[config.mk]
export PLATFORM = sky130hd
export DESIGN_NAME = axi4_lite_master
export DESIGN_NICKNAME = d
export VERILOG_FILES = /design/src/rtl/axi4_lite_master.sv
export SDC_FILE = /design/constraint.sdc
export NUM_CORES = 1
export LEC_CHECK = 0
export BUFFER_PORTS_ARGS = -buffer_cell sky130_fd_sc_hd__clkbuf_2
export CAP_MARGIN = 20
export CORE_UTILIZATION = 44
export DETAILED_ROUTE_END_ITERATION = 8
export PLACE_DENSITY_LB_ADDON = 0.12
export SYNTH_ARGS = -nofsm -noshare
export SYNTH_HDL_FRONTEND = slang
export SYNTH_SLANG_ARGS = --single-unit
[constraint.sdc]
create_clock -name i_aclk -period 2.3 [get_ports i_aclk]
set_input_delay 0.23 -clock i_aclk [delete_from_list [all_inputs] [get_ports i_aclk]]
set_output_delay 0.23 -clock i_aclk [all_outputs]
set_load 0.05 [all_outputs]
[src/rtl/axi4_lite_master.sv]
// AXI4-Lite initiator: turns one single-beat request into an AW/W/B or AR/R transaction, one outstanding at a time.
// Optional AXI_MASTER_ALIGN_CHK_EN rejects misaligned requests with an error response and no bus traffic.
module axi4_lite_master #(
  parameter int DATA_W = 32,
  parameter int ADDR_W = 32
) (
  input  logic                i_aclk,
  input  logic                i_aresetn,
  input  logic                i_req_valid,
  output logic                o_req_ready,
  input  logic                i_req_we,
  input  logic [ADDR_W-1:0]   i_req_addr,
  input  logic [DATA_W-1:0]   i_req_wdata,
  input  logic [DATA_W/8-1:0] i_req_strb,
  output logic                o_rsp_valid,
  output logic [DATA_W-1:0]   o_rsp_rdata,
  output logic                o_rsp_err,
  output logic                o_aw_valid,
  input  logic                i_aw_ready,
  output logic [ADDR_W-1:0]   o_aw_addr,
  output logic                o_w_valid,
  input  logic                i_w_ready,
  output logic [DATA_W-1:0]   o_w_data,
  output logic [DATA_W/8-1:0] o_w_strb,
  input  logic                i_b_valid,
  output logic                o_b_ready,
  input  logic [1:0]          i_b_resp,
  output logic                o_ar_valid,
  input  logic                i_ar_ready,
  output logic [ADDR_W-1:0]   o_ar_addr,
  input  logic                i_r_valid,
  output logic                o_r_ready,
  input  logic [DATA_W-1:0]   i_r_data,
  input  logic [1:0]          i_r_resp
);

  typedef enum logic [2:0] {S_IDLE, S_WR, S_WR_RESP, S_RD_ADDR, S_RD_DATA, S_DONE} state_t;

  state_t              r_state, w_state_nxt;
  logic                r_req_rdy, r_aw_vld, r_w_vld, r_b_rdy, r_ar_vld, r_r_rdy, r_rsp_vld, r_rsp_err;
  logic                r_aw_done, r_w_done;
  logic [ADDR_W-1:0]   r_addr;
  logic [DATA_W-1:0]   r_wdata, r_rdata;
  logic [DATA_W/8-1:0] r_strb;

  logic w_accept, w_aw_hs, w_w_hs, w_b_hs, w_ar_hs, w_r_hs, w_misalign;
  logic w_aw_done_nxt, w_w_done_nxt;
  logic w_req_rdy_nxt, w_aw_vld_nxt, w_w_vld_nxt, w_b_rdy_nxt, w_ar_vld_nxt, w_r_rdy_nxt, w_rsp_vld_nxt;
  logic w_unused;

  assign w_accept = i_req_valid & r_req_rdy;
  assign w_aw_hs  = r_aw_vld & i_aw_ready;
  assign w_w_hs   = r_w_vld & i_w_ready;
  assign w_b_hs   = r_b_rdy & i_b_valid;
  assign w_ar_hs  = r_ar_vld & i_ar_ready;
  assign w_r_hs   = r_r_rdy & i_r_valid;
  assign w_unused = i_b_resp[0] ^ i_r_resp[0];

`ifdef AXI_MASTER_ALIGN_CHK_EN
  localparam logic [ADDR_W-1:0] ALIGN_MASK = ADDR_W'(DATA_W/8 - 1);
  assign w_misalign = |(i_req_addr & ALIGN_MASK);
`else
  assign w_misalign = 1'b0;
`endif

  // AW and W complete independently; a done flag remembers a handshake that beat the other channel.
  assign w_aw_done_nxt = (r_state == S_WR) & (r_aw_done | w_aw_hs);
  assign w_w_done_nxt  = (r_state == S_WR) & (r_w_done | w_w_hs);

  always_ff @(posedge i_aclk or negedge i_aresetn) begin
    if (!i_aresetn) r_state <= S_IDLE;
    else            r_state <= w_state_nxt;
  end

  always_comb begin
    w_state_nxt = r_state;
    case (r_state)
      S_IDLE: if (w_accept) begin
        if (w_misalign)    w_state_nxt = S_DONE;
        else if (i_req_we) w_state_nxt = S_WR;
        else               w_state_nxt = S_RD_ADDR;
      end
      S_WR:      if (w_aw_done_nxt && w_w_done_nxt) w_state_nxt = S_WR_RESP;
      S_WR_RESP: if (w_b_hs)  w_state_nxt = S_DONE;
      S_RD_ADDR: if (w_ar_hs) w_state_nxt = S_RD_DATA;
      S_RD_DATA: if (w_r_hs)  w_state_nxt = S_DONE;
      S_DONE:    w_state_nxt = S_IDLE;
      default:   w_state_nxt = S_IDLE;
    endcase
  end

  // Outputs are decoded from the next state so the registered copies line up with the state they belong to.
  always_comb begin
    w_req_rdy_nxt = (w_state_nxt == S_IDLE);
    w_aw_vld_nxt  = (w_state_nxt == S_WR) & ~w_aw_done_nxt;
    w_w_vld_nxt   = (w_state_nxt == S_WR) & ~w_w_done_nxt;
    w_b_rdy_nxt   = (w_state_nxt == S_WR_RESP);
    w_ar_vld_nxt  = (w_state_nxt == S_RD_ADDR);
    w_r_rdy_nxt   = (w_state_nxt == S_RD_DATA);
    w_rsp_vld_nxt = (w_state_nxt == S_DONE);
  end

  always_ff @(posedge i_aclk or negedge i_aresetn) begin
    if (!i_aresetn) begin
      r_req_rdy <= 1'b0;
      r_aw_vld  <= 1'b0;
      r_w_vld   <= 1'b0;
      r_b_rdy   <= 1'b0;
      r_ar_vld  <= 1'b0;
      r_r_rdy   <= 1'b0;
      r_rsp_vld <= 1'b0;
      r_rsp_err <= 1'b0;
      r_aw_done <= 1'b0;
      r_w_done  <= 1'b0;
      r_addr    <= '0;
      r_wdata   <= '0;
      r_strb    <= '0;
      r_rdata   <= '0;
    end else begin
      r_req_rdy <= w_req_rdy_nxt;
      r_aw_vld  <= w_aw_vld_nxt;
      r_w_vld   <= w_w_vld_nxt;
      r_b_rdy   <= w_b_rdy_nxt;
      r_ar_vld  <= w_ar_vld_nxt;
      r_r_rdy   <= w_r_rdy_nxt;
      r_rsp_vld <= w_rsp_vld_nxt;
      r_aw_done <= w_aw_done_nxt;
      r_w_done  <= w_w_done_nxt;
      if (w_accept) begin
        r_addr  <= i_req_addr;
        r_wdata <= i_req_wdata;
        r_strb  <= i_req_strb;
      end
      if (w_accept && w_misalign) r_rsp_err <= 1'b1;
      if (w_b_hs) r_rsp_err <= i_b_resp[1];
      if (w_r_hs) begin
        r_rsp_err <= i_r_resp[1];
        r_rdata   <= i_r_data;
      end
    end
  end

  assign o_req_ready = r_req_rdy;
  assign o_rsp_valid = r_rsp_vld;
  assign o_rsp_rdata = r_rdata;
  assign o_rsp_err   = r_rsp_err;
  assign o_aw_valid  = r_aw_vld;
  assign o_aw_addr   = r_addr;
  assign o_w_valid   = r_w_vld;
  assign o_w_data    = r_wdata;
  assign o_w_strb    = r_strb;
  assign o_b_ready   = r_b_rdy;
  assign o_ar_valid  = r_ar_vld;
  assign o_ar_addr   = r_addr;
  assign o_r_ready   = r_r_rdy;

endmodule

Word level (Yosys, flattened, before mapping)
Cells that the tools add are included.
{ "totals": {"ff_bits": 113, "latchBits": 0, "ramBits": 0, "mem_bits_ro": 0, "wordCells": 51, "n_memories": 0} }
{ "op_classes": {"addsub": 0, "n_mul": 0, "div_mod_pow": 0, "order_cmp": 0, "eq_ne": 9, "shift": 0, "mux": 9, "bitwise": 14, "n_reduce_logical": 4} }
{ "ops": {"columns": ["cell", "n"], "rows": [
  ["$mux W3", 5],
  ["$pmux W3 S5", 1],
  ["$eq A3 B2 Y1 const B", 4],
  ["$and A1 B1 Y1", 10],
  ["$eq A3 B3 Y1 const B", 3],
  ["$eq A3 B1 Y1 const B", 2],
  ["$logic_not A3 Y1", 2],
  ["$mux W1", 2],
  ["$mux W2", 1],
  ["$not A1 Y1", 2],
  ["$or A1 B1 Y1", 2],
  ["$reduce_bool A2 Y1", 1],
  ["$logic_and A1 B1 Y1", 1]
]} }

Longest topological paths before layout
Gate-level depths: netlist (run 1).
{ "depth": {"depth_word": 8, "ltp_mapped": 5, "mapped_depth_nobuf": 4} }

Least setup slack after synthesis (run 1)
No wires, ideal clock.
{ "synth_path": {"kind": "register to register", "from": "reg r_req_rdy, in the netlist o_req_ready", "to": "reg r_wdata[10], in the netlist o_w_data[10]", "setup_ns": 0.125, "t_arrival_ns": 1.699, "required_time_ns": 2.175, "slack_ns": 0.476, "stages_incl_launch_ff": 5, "n_path_buf": 2, "synth_period_minus_slack_ns": 1.824, "cell_sequence": "dfrtp_1 -> nand2_1 -> buf_1 -> buf_2 -> mux2_2"} }
{ "synth_between": {"elab_chain_cells": 1} }
{ "synth_lines": {"columns": ["item", "line_no", "rtl"], "rows": [
  ["start: declaration", "40", "logic r_req_rdy, r_aw_vld, r_w_vld, r_b_rdy, r_ar_vld, r_r_rdy, r_rsp_vld, r_rsp_err;"],
  ["start signal: assignment", "120", "r_req_rdy <= w_req_rdy_nxt;"],
  ["$and A1 B1 Y1", "51", "assign w_accept = i_req_valid & r_req_rdy;"],
  ["end signal: assignment", "131", "r_wdata <= i_req_wdata;"],
  ["end: declaration", "43", "logic [DATA_W-1:0] r_wdata, r_rdata;"]
]} }
Every way passes these cells.
A chain may end at the register's enable or synchronous reset.

Final worst setup path (run 1)
{ "layout_path": {"from": "reg r_state[0]", "to": "reg r_w_vld, in the netlist o_w_valid"} }
{ "layout_between": {"elab_chain_cells": 7, "word_cells_on_any_way": 17} }
{ "layout_lines": {"columns": ["item", "line_no", "rtl"], "rows": [
  ["start: declaration", "39", "state_t r_state, w_state_nxt;"],
  ["start signal: assignment", "72", "else r_state <= w_state_nxt;"],
  ["$eq A3 B1 Y1", "67, 68, 77", null],
  ["$and A1 B1 Y1, on equally long branches", "67, 68", null],
  ["$logic_and A1 B1 Y1", "83", "S_WR: if (w_aw_done_nxt && w_w_done_nxt) w_state_nxt = S_WR_RESP;"],
  ["$mux W3", "83", null],
  ["$pmux W3 S5", "77", "case (r_state)"],
  ["$eq A3 B1 Y1", "96", "w_w_vld_nxt = (w_state_nxt == S_WR) & ~w_w_done_nxt;"],
  ["$and A1 B1 Y1 (*)", "96", null],
  ["named net w_w_vld_nxt", "48", "logic w_req_rdy_nxt, w_aw_vld_nxt, w_w_vld_nxt, w_b_rdy_nxt, w_ar_vld_nxt, w_r_rdy_nxt, w_rsp_vld_nxt;"],
  ["end signal: assignment", "122", "r_w_vld <= w_w_vld_nxt;"],
  ["end: declaration", "40", null]
]} }
Mark *: on every way through the listed nets, which the timed path passes. The rest lies on a longest branch.

==> results of run 1 <==
-- cells in the final DEF (no fill, tap or decap), drive strengths merged --
| cell type | Yosys | final |
|---|---|---|
| nand3b | 1 | 1 |
| nand2b | 1 | 1 |
| mux2i | 1 | 1 |
| buf | 41 | 6 |
| a21bo | 1 | 1 |
| o311ai | 1 | 1 |
| a21o | 1 | 1 |
| and3b | 1 | 1 |
| dlygate4sd3 | 0 | 102 |
| a31o | 1 | 1 |
| nand2 | 3 | 3 |
| clkinv | 0 | 7 |
| o21ai | 2 | 2 |
| a21oi | 3 | 3 |
| clkinvlp | 0 | 4 |
| nor3b | 1 | 1 |
| nor3 | 4 | 4 |
| nor2 | 7 | 7 |
| or3 | 1 | 1 |
| clkbuf | 3 | 270 |
| or3b | 1 | 1 |
| nand3 | 2 | 2 |
| a2111o | 1 | 1 |
| or2 | 1 | 1 |
| o21a | 2 | 2 |
| o22ai | 1 | 1 |
| a211oi | 1 | 1 |
| mux2 | 100 | 100 |
| dfrtp | 113 | 113 |
| a2111oi | 1 | 1 |
| inv | 2 | 2 |
-- stage by stage --
step | setup WS, ns | hold slack [ns]
floorplan | 0.476 | -0.0656
global placement | 0.578 | 0.193
detailed placement | 0.546 | 0.199
CTS | 0.541 | 0.0234
global route | 0.418 | 0.0494
finish | 0.519 | 0.0393
-- final cells by class --
type	count	area (um^2)	share of cell area (%)
Sequential cell	113	2830	39.1
Timing Repair Buffer	357	2340	32.3
Multi-Input combinational cell	139	1370	19.0
Clock buffer	21	449	6.22
Tap cell	133	166	2.30
Clock inverter	11	65.1	0.900
Inverter	2	7.51	0.104
-- state kept, by name, indices dropped and copies added (netlist names) --
name / flops
o_aw_valid: 1
o_rsp_valid: 1
o_w_valid: 1
o_ar_addr: 32
r_aw_done: 1
o_w_data: 32
o_b_ready: 1
o_r_ready: 1
o_w_strb: 4
o_rsp_err: 1
r_state: 3
o_rsp_rdata: 32
o_req_ready: 1
r_w_done: 1
o_ar_valid: 1
-- final timing paths --
check,to,slack (ns),cells past startpoint
worst max-delay path,o_w_valid,0.52,4
worst min-delay path,o_rsp_err,0.04,3
worst max register to register,o_w_valid,0.52,4
worst min register to register,o_w_data[8],0.50,1
max in group asynchronous,o_ar_addr[17],1.42,3
min in group asynchronous,o_w_strb[1],0.22,2
-- worst min-delay path, delay by kind of cell --
family,cells,cell delay [ns]
buffers and inverters,1,0.07
muxes,1,0.05
AOI/OAI and AO/OA,1,0.13
-- routing by layer --
metal / GRT usage (%) / wire length (um) / vias up
met3: 6.38 / 709 / 19
met4: 8.67 / 195 / 0
met2: 36.4 / 5770 / 152
met1: 23.8 / 4540 / 1744
li1: - / - / 1674
met5: 0 / 0 / -
-- kinds of logic (layout without fill, tap and decap cells) --
group	Yosys count	in the layout
flip-flops	113	113
multiplexers	101	101
buffers and inverters	46	391
AND/OR/NAND/NOR	23	23
AO/OA/AOI/OAI	15	15
==> impl_results.md, run 1 <==
- Final Hold Viols: 0
- Dpl hpwl: 7.29 mm
- Setup violators final: 0
- Largest stage delay, worst path: approximately 0.48 ns
- Top-area cell type share of the netlist area: a little over three fifths
- Fin cells: just under 800
- CTS Sinks: approximately 110
- CP endpoint kind: flop
- RSZ-0062 raised after global routing: no
- CP arrival: 2.13 ns
- Worst Setup SP: r_state[0]
- Worst-Skew Late Latency: 0.49 ns
- Max Cap Viol: 0
- Via Count: 3589
- Die area: 10600 um^2
- Final Skew: between 0.006 and 0.007 ns
- Width of the chip: 103 um
- First-pass GRT wire length: 16.6 mm
- Worst path top cell family by delay: simple AND/OR/NAND/NOR gates
- Inst Count DP: 642
- Total wire length: 11.2 mm
- WS Path Type: flop to flop
- Worst-Margin Slew: 0.611 ns
- Total track usage: a little over a fifth
- Final net count: between 700 and 800
- Worst hold path class: input pin to flop
- Worst-path fanout max: 10
- Antenna cells: 0
- Post-DR wirelength/cell: about 14 um
- Final core utilization: 73.2%
- Setup_tns: 0 ns
- Hold path startpoint: i_b_resp[1]
- Ys Warns: 0
- IO buf count: 250
- Chip height: 103 um
- Library cells used by synthesis: 31
- Layout cells sized above 1: between 60% and 70%
- FP Rows: 36
- Routability cong.: approximately 0.81
- Post-synthesis instance area: 4500 um^2
- Largest net degree at the start of global routing: ~70
- CTS tree: done
- Mapped Cells: 298
- Post-DR vias/cell: about 4.6
- GR Overflow Total: 0
- Slew Limit Fails: 0
- Synth Flop Type: dfrtp_1
- Number of antenna-violating nets in the routed design: 0
- H-tree Lvls: 4
- Final-layout fill cell count: 638
- Compound-Gate Fraction of Synth Area: roughly 2.6%
- Clock tree root driver cell: clkbuf_8
- Startpoint types: flop
- Slowest CP cell: dfrtp_1
- Area Growth Syn to Fin: 60.4%
- Post-route DRC: 0
- Syn Nets: 411
- Post-synth ARST share: 100%
- Xor/xnor share of the synthesized area: 0%
- Post_cts resized: 0
- Max Freq: 561 MHz
- Status: completed
- Fin crit share: between 70 and 80%
- Initial Utilization: between 40% and 50%
- Clock Path Buffers: 2
- Number of synthesized register bits: 113
- Crit path buf inv count: 0
- TritonCTS Buffers: 17
- Dpl cell area: 5690 um^2
- Sequential-to-total area share from yosys stat: 62.8%
- Setup Buffers After CTS: 0
- Vias in the first global route: 3505
- Top cell type by total area after synthesis: dfrtp_1
- Post-synthesis mux area share: 25.2%
- Number of synthesized flops with an enable pin: 0
- # IOs: 253
- Post-Syn Area per Cell: 15.1 um^2
- R2r startpoint: r_state[0]
- Synth Area in Adders: 0%
- Final instance area: 7230 um^2
- Required @ worst endpoint: 2.65 ns
- Drt initial violations: 66
- Largest family of logic cells by synthesized area: multiplexers
- Max_slew headroom: 58.2%
- Most common cell in the netlist: dfrtp_1
- Cts hold-fix bufs: roughly 100
- Largest cells by area after synthesis: dfrtp_1 63%, mux2_2 25%, buf_4 5.5%
- Min Tclk post-route: around 1.8 ns
- Detailed Routing Iterations Pass 1: 4
- Worst-path cell chain: or3b_1 -> or3_1 -> o311ai_0 -> nor3_1
- Core area: about 9900 um^2
- Initial antenna violation count: 0
- Synth top cells by count: 113 x dfrtp_1, 100 x mux2_2, 33 x buf_4
- Reg clk slew, reported paths: 0.06 ns
- Post-synthesis simple-gate area fraction: 2.64%
Power of run 1 is not shown: default switching activity piles up to over one toggle a cycle in this logic, so the estimate is an artifact.
==> run 2, diff against run 1 <==
==> constraint.sdc (replaced) <==
create_clock -name i_aclk -period 1.7 [get_ports i_aclk]
set_input_delay 0.17 -clock i_aclk [delete_from_list [all_inputs] [get_ports i_aclk]]
set_output_delay 0.17 -clock i_aclk [all_outputs]
set_load 0.05 [all_outputs]
==> impl_results.md, run 2 (same netlist as run 1, synthesis figures left out) <==
- Reg clk slew, reported paths: roughly 0.050 ns
- Setup violators final: 0
- FP Rows: 36
- Detailed Routing Iterations Pass 1: 4
- Setup_tns: 0 ns
- Total wire length: 11.8 mm
- Width of the chip: 103 um
- Min Tclk post-route: 1.61 ns
- Largest net degree at the start of global routing: 114
- Max Freq: a little over 600 MHz
- CP endpoint kind: flop
- Worst-path cell chain: or3b_1 -> or3_1 -> o311ai_2 -> nor3_1
- Post-route DRC: 0
- Worst Setup SP: r_state[1]
- Routability cong.: between 0.8 and 0.9
- Clock Path Buffers: 2
- Worst hold path class: input pin to flop
- Worst-path fanout max: 3
- Crit path buf inv count: 0
- RSZ-0062 raised after global routing: no
- Initial Utilization: 45.7%
- Required @ worst endpoint: ~2.1 ns
- Hold path startpoint: i_b_valid
- CTS Sinks: 113
- H-tree Lvls: 4
- Slew Limit Fails: 0
- Total track usage: 22.4%
- Drt initial violations: 72
- GR Overflow Total: 0
- Worst path top cell family by delay: simple AND/OR/NAND/NOR gates
- Largest stage delay, worst path: between 0.4 and 0.5 ns
- Slowest CP cell: or3_1
- Startpoint types: flop
- Worst-Skew Late Latency: between 0.5 and 0.6 ns
- Initial antenna violation count: 0
- Antenna cells: 0
- CTS tree: done
- Final Hold Viols: 0
- Final-layout fill cell count: 631
- Core area: 9860 um^2
- Number of antenna-violating nets in the routed design: 0
- Status: completed
- Worst-Margin Slew: 0.599 ns
- Chip height: 103 um
- Commonest cells after routing, fill and taps aside: 249 x clkbuf_2, 113 x dfrtp_1, 106 x dlygate4sd3_1
- Dpl hpwl: 7.04 mm
- TritonCTS Buffers: 17
- Final Skew: 0.00779 ns
- WS Path Type: flop to flop
- # IOs: 253
- Final net count: 749
- Area Growth Syn to Fin: 65.7%
- Most common cell after layout, fill and taps aside: clkbuf_2
- Layout cells sized above 1: 60.9%
- Fin crit share: 94.8%
- Vias in the first global route: 3626
- First-pass GRT wire length: 17.5 mm
- Die area: 10600 um^2
- Max Cap Viol: 0
- Post-DR wirelength/cell: 15.0 um
- IO buf count: 250
- R2r setup slk: 0.09 ns
- R2r startpoint: r_state[1]
- Clock tree root driver cell: clkbuf_8
- Post-DR vias/cell: 4.60
- CP arrival: between 1.5 and 2 ns
- Max_slew headroom: approximately 60%
- Via Count: 3601
run 2: cell types whose count changed in the layout (fill, tap and decap cells not counted), sizes merged:
cell | before | now
buf | 6 | 8
bufinv | 0 | 6
clkbuf | 270 | 271
clkinv | 7 | 3
clkinvlp | 4 | 1
dlygate4sd3 | 102 | 106
run 2: final timing paths:
| kind | depth (start not counted) | to |
|---|---|---|
| max | 4 | o_aw_valid |
| min | 3 | o_b_ready |
| max reg2reg | 4 | o_aw_valid |
| min reg2reg | 1 | o_w_data[10] |
| max in group asynchronous | 3 | o_rsp_rdata[5] |
| min in group asynchronous | 3 | o_ar_addr[27] |
run 2: area by class of cell:
cell class	instances	area [um^2]	area share, %
sequential	113	2830	37.9
timing repair buffer	363	2390	32.0
multi-input combinational	139	1400	18.7
clock buffer	22	473	6.33
clock inverter	10	203	2.71
tap	133	166	2.23
inverter	2	7.51	0.101
run 2: through the flow:
step	instance area [um^2]	std cells	hold WS, ns	utilization [%]	setup slack, ns
final	7470	782	0.103	75.7	0.0883
after detailed placement	5710	644	0.299	57.8	0.0379
after floorplan	4510	298	-0.126	-	0.0123
after global placement	5710	644	0.298	57.8	0.0671
after global routing	7470	782	0.103	75.7	0.00400
after CTS	7440	782	0.0481	75.5	0.0281
run 2: worst reg2reg max path, cell delays in order (launching register included):
cell and delay, ns:
dfrtp_1 0.38, or3b_1 0.42, or3_1 0.44, o311ai_2 0.13
nor3_1 0.12
run 2: timing repair:
item | CTS | global route
buffers inserted | 0 | 0
hold endpoints to repair | 217 | 0
resized for setup | 2 | 4
endpoints found under the setup margin | 1 | 3
hold buffers | 106 | 0
run 2: metal layers:
metal  track usage (%)  share of wire [%]
met3              8.67                8.0
met1              22.6                 37
met5                 0                  0
met2              41.2                 53
met4              9.43                1.6
Power of run 2 is left out for the same reason.
==> run 3, diff against run 2 <==
--- a/config.mk
+++ b/config.mk
@@ -7,7 +7,9 @@
 export LEC_CHECK = 0
 export BUFFER_PORTS_ARGS = -buffer_cell sky130_fd_sc_hd__clkbuf_2
 export CAP_MARGIN = 20
-export CORE_UTILIZATION = 44
+export CELL_PAD_IN_SITES_DETAIL_PLACEMENT = 0
+export CELL_PAD_IN_SITES_GLOBAL_PLACEMENT = 1
+export CORE_UTILIZATION = 34
 export DETAILED_ROUTE_END_ITERATION = 8
 export PLACE_DENSITY_LB_ADDON = 0.12
 export SYNTH_ARGS = -nofsm -noshare
==> impl_results.md, run 3 (same netlist as run 1, synthesis figures left out) <==
- Post-DR wirelength/cell: 13.9 um
- Max Cap Viol: 0
- Detailed Routing Iterations Pass 1: 2
- Crit path buf inv count: 0
- Final Hold Viols: 0
- CP endpoint kind: flop
- Worst-Margin Slew: 0.506 ns
- Initial antenna violation count: 0
- Routability cong.: 0.782
- Worst Setup SP: r_state[1]
- Reg2reg end: o_aw_valid
- Die area: 13700 um^2
- Core area: 12800 um^2
- Fin cells: a little over 800
- Antenna cells: 0
- Slowest CP cell: or3_1
- Layout cells sized above 1: 61.5%
- WS Path Type: flop to flop
- Required @ worst endpoint: 1.98 ns
- Reg clk slew, reported paths: 0.05 ns
- Vias in the first global route: roughly 3.6k
- Total wire length: roughly 11 mm
- TritonCTS Buffers: 17
- Width of the chip: between 100 and 150 um
- Via Count: 3591
- First-pass GRT wire length: 17.4 mm
- Final instance area: 7310 um^2
- Worst R2R Path Depth: 4
- R2r startpoint: r_state[1]
- Dpl hpwl: just under 8 mm
- Most common cell after layout, fill and taps aside: clkbuf_2
- Drt initial violations: 76
- CP Capture Point: o_aw_valid
- Clock Path Buffers: 2
- Worst path top cell family by delay: simple AND/OR/NAND/NOR gates
- IO buf count: 250
- Fin crit share: 92.8%
- Worst-path fanout max: 3
- Worst path depth: 4
- Max_slew headroom: 66.3%
- Post-DR vias/cell: 4.42
- CTS tree: done
- Max Freq: 634 MHz
- Worst-Skew Late Latency: 0.41 ns
- Initial Utilization: 35.3%
- Worst-path cell chain: or3b_1 -> or3_1 -> o311ai_2 -> nor3_1
- Slew Limit Fails: 0
- H-tree Lvls: 4
- Area Growth Syn to Fin: 62.3%
- CP arrival: 1.86 ns
- Post-route DRC: 0
- CTS Sinks: 113
- FP Rows: 41
- Setup Buffers After CTS: 0
- Setup_tns: 0 ns
- Commonest cells after routing, fill and taps aside: 249 x clkbuf_2, 113 x dfrtp_1, 100 x mux2_2
- Fin worst setup slack: 0.122 ns
- Min Tclk post-route: approximately 1.6 ns
- RSZ-0062 raised after global routing: no
- GR Overflow Total: 0
- Setup violators final: 0
- Largest stage delay, worst path: 0.44 ns
- Largest net degree at the start of global routing: 69
- Place WS: 0.0321 ns
- Worst hold path class: input pin to flop
- # IOs: 253
- Total track usage: 17.1%
- Number of antenna-violating nets in the routed design: 0
- Inst Count DP: approximately 700
- Clock tree root driver cell: clkbuf_16
- Dpl cell area: 5780 um^2
- Chip height: around 120 um
- R2r setup slk: 0.12 ns
- Final Skew: 0.00565 ns
- Final net count: 743
- Status: completed
- Startpoint types: flop
[run 3: cell types whose count changed in the layout (fill, tap and decap cells not counted), sizes merged]
cell and change:
clkinvlp -1, dlygate4sd3 -8, clkinv +4, bufinv -6, clkbuf +1, buf +2
[run 3: repair_timing]
action,in CTS,in global routing
endpoints found under the hold margin,131,0
gates resized for setup,0,6
setup endpoints to repair,0,3
hold buffers,98,0
[run 3: worst reg2reg max path, cell delays in order (launching register included)]
cell	delay, ns
dfrtp_1	0.37
or3b_1	0.42
or3_1	0.44
o311ai_2	0.12
nor3_1	0.10
[run 3: final cells by class]
cell class,count,area (um^2)
clock buffers,23,488
repair buffers,357,2340
clock inverters,7,35.0
fillers,1062,5460
flip-flops and latches,113,2830
well taps,172,215
inverters,2,7.51
multi-input cells,139,1400
[run 3: stage by stage]
step | util (%) | hold WS [ns]
global route | 57.2 | 0.0148
finish | 57.2 | 0.0153
global placement | 45.3 | 0.173
floorplan | - | -0.126
detailed placement | 45.3 | 0.178
CTS | 57.0 | 0.000528
[run 3: worst min path at each step]
stage / from / endpoint / slack, ns / depth (start not counted)
floorplan: i_aresetn / o_ar_addr[0] / -0.13 / 0
global placement: i_aresetn / o_ar_addr[8] / 0.17 / 1
detailed placement: i_aresetn / o_ar_addr[8] / 0.18 / 1
CTS: i_r_resp[1] / o_rsp_err / 0.0005 / 3
global route: i_req_addr[13] / o_ar_addr[13] / 0.01 / 2
finish: i_r_resp[1] / o_rsp_err / 0.02 / 3
[run 3: routing by layer]
layer | track usage, % | up-vias | wire length [um]
met5 | 0 | - | 0
li1 | - | 1677 | -
met4 | 8.19 | 0 | 243
met3 | 5.77 | 18 | 800
met1 | 18.0 | 1729 | 4390
met2 | 30.8 | 167 | 5850
Power of run 3 is left out for the same reason.
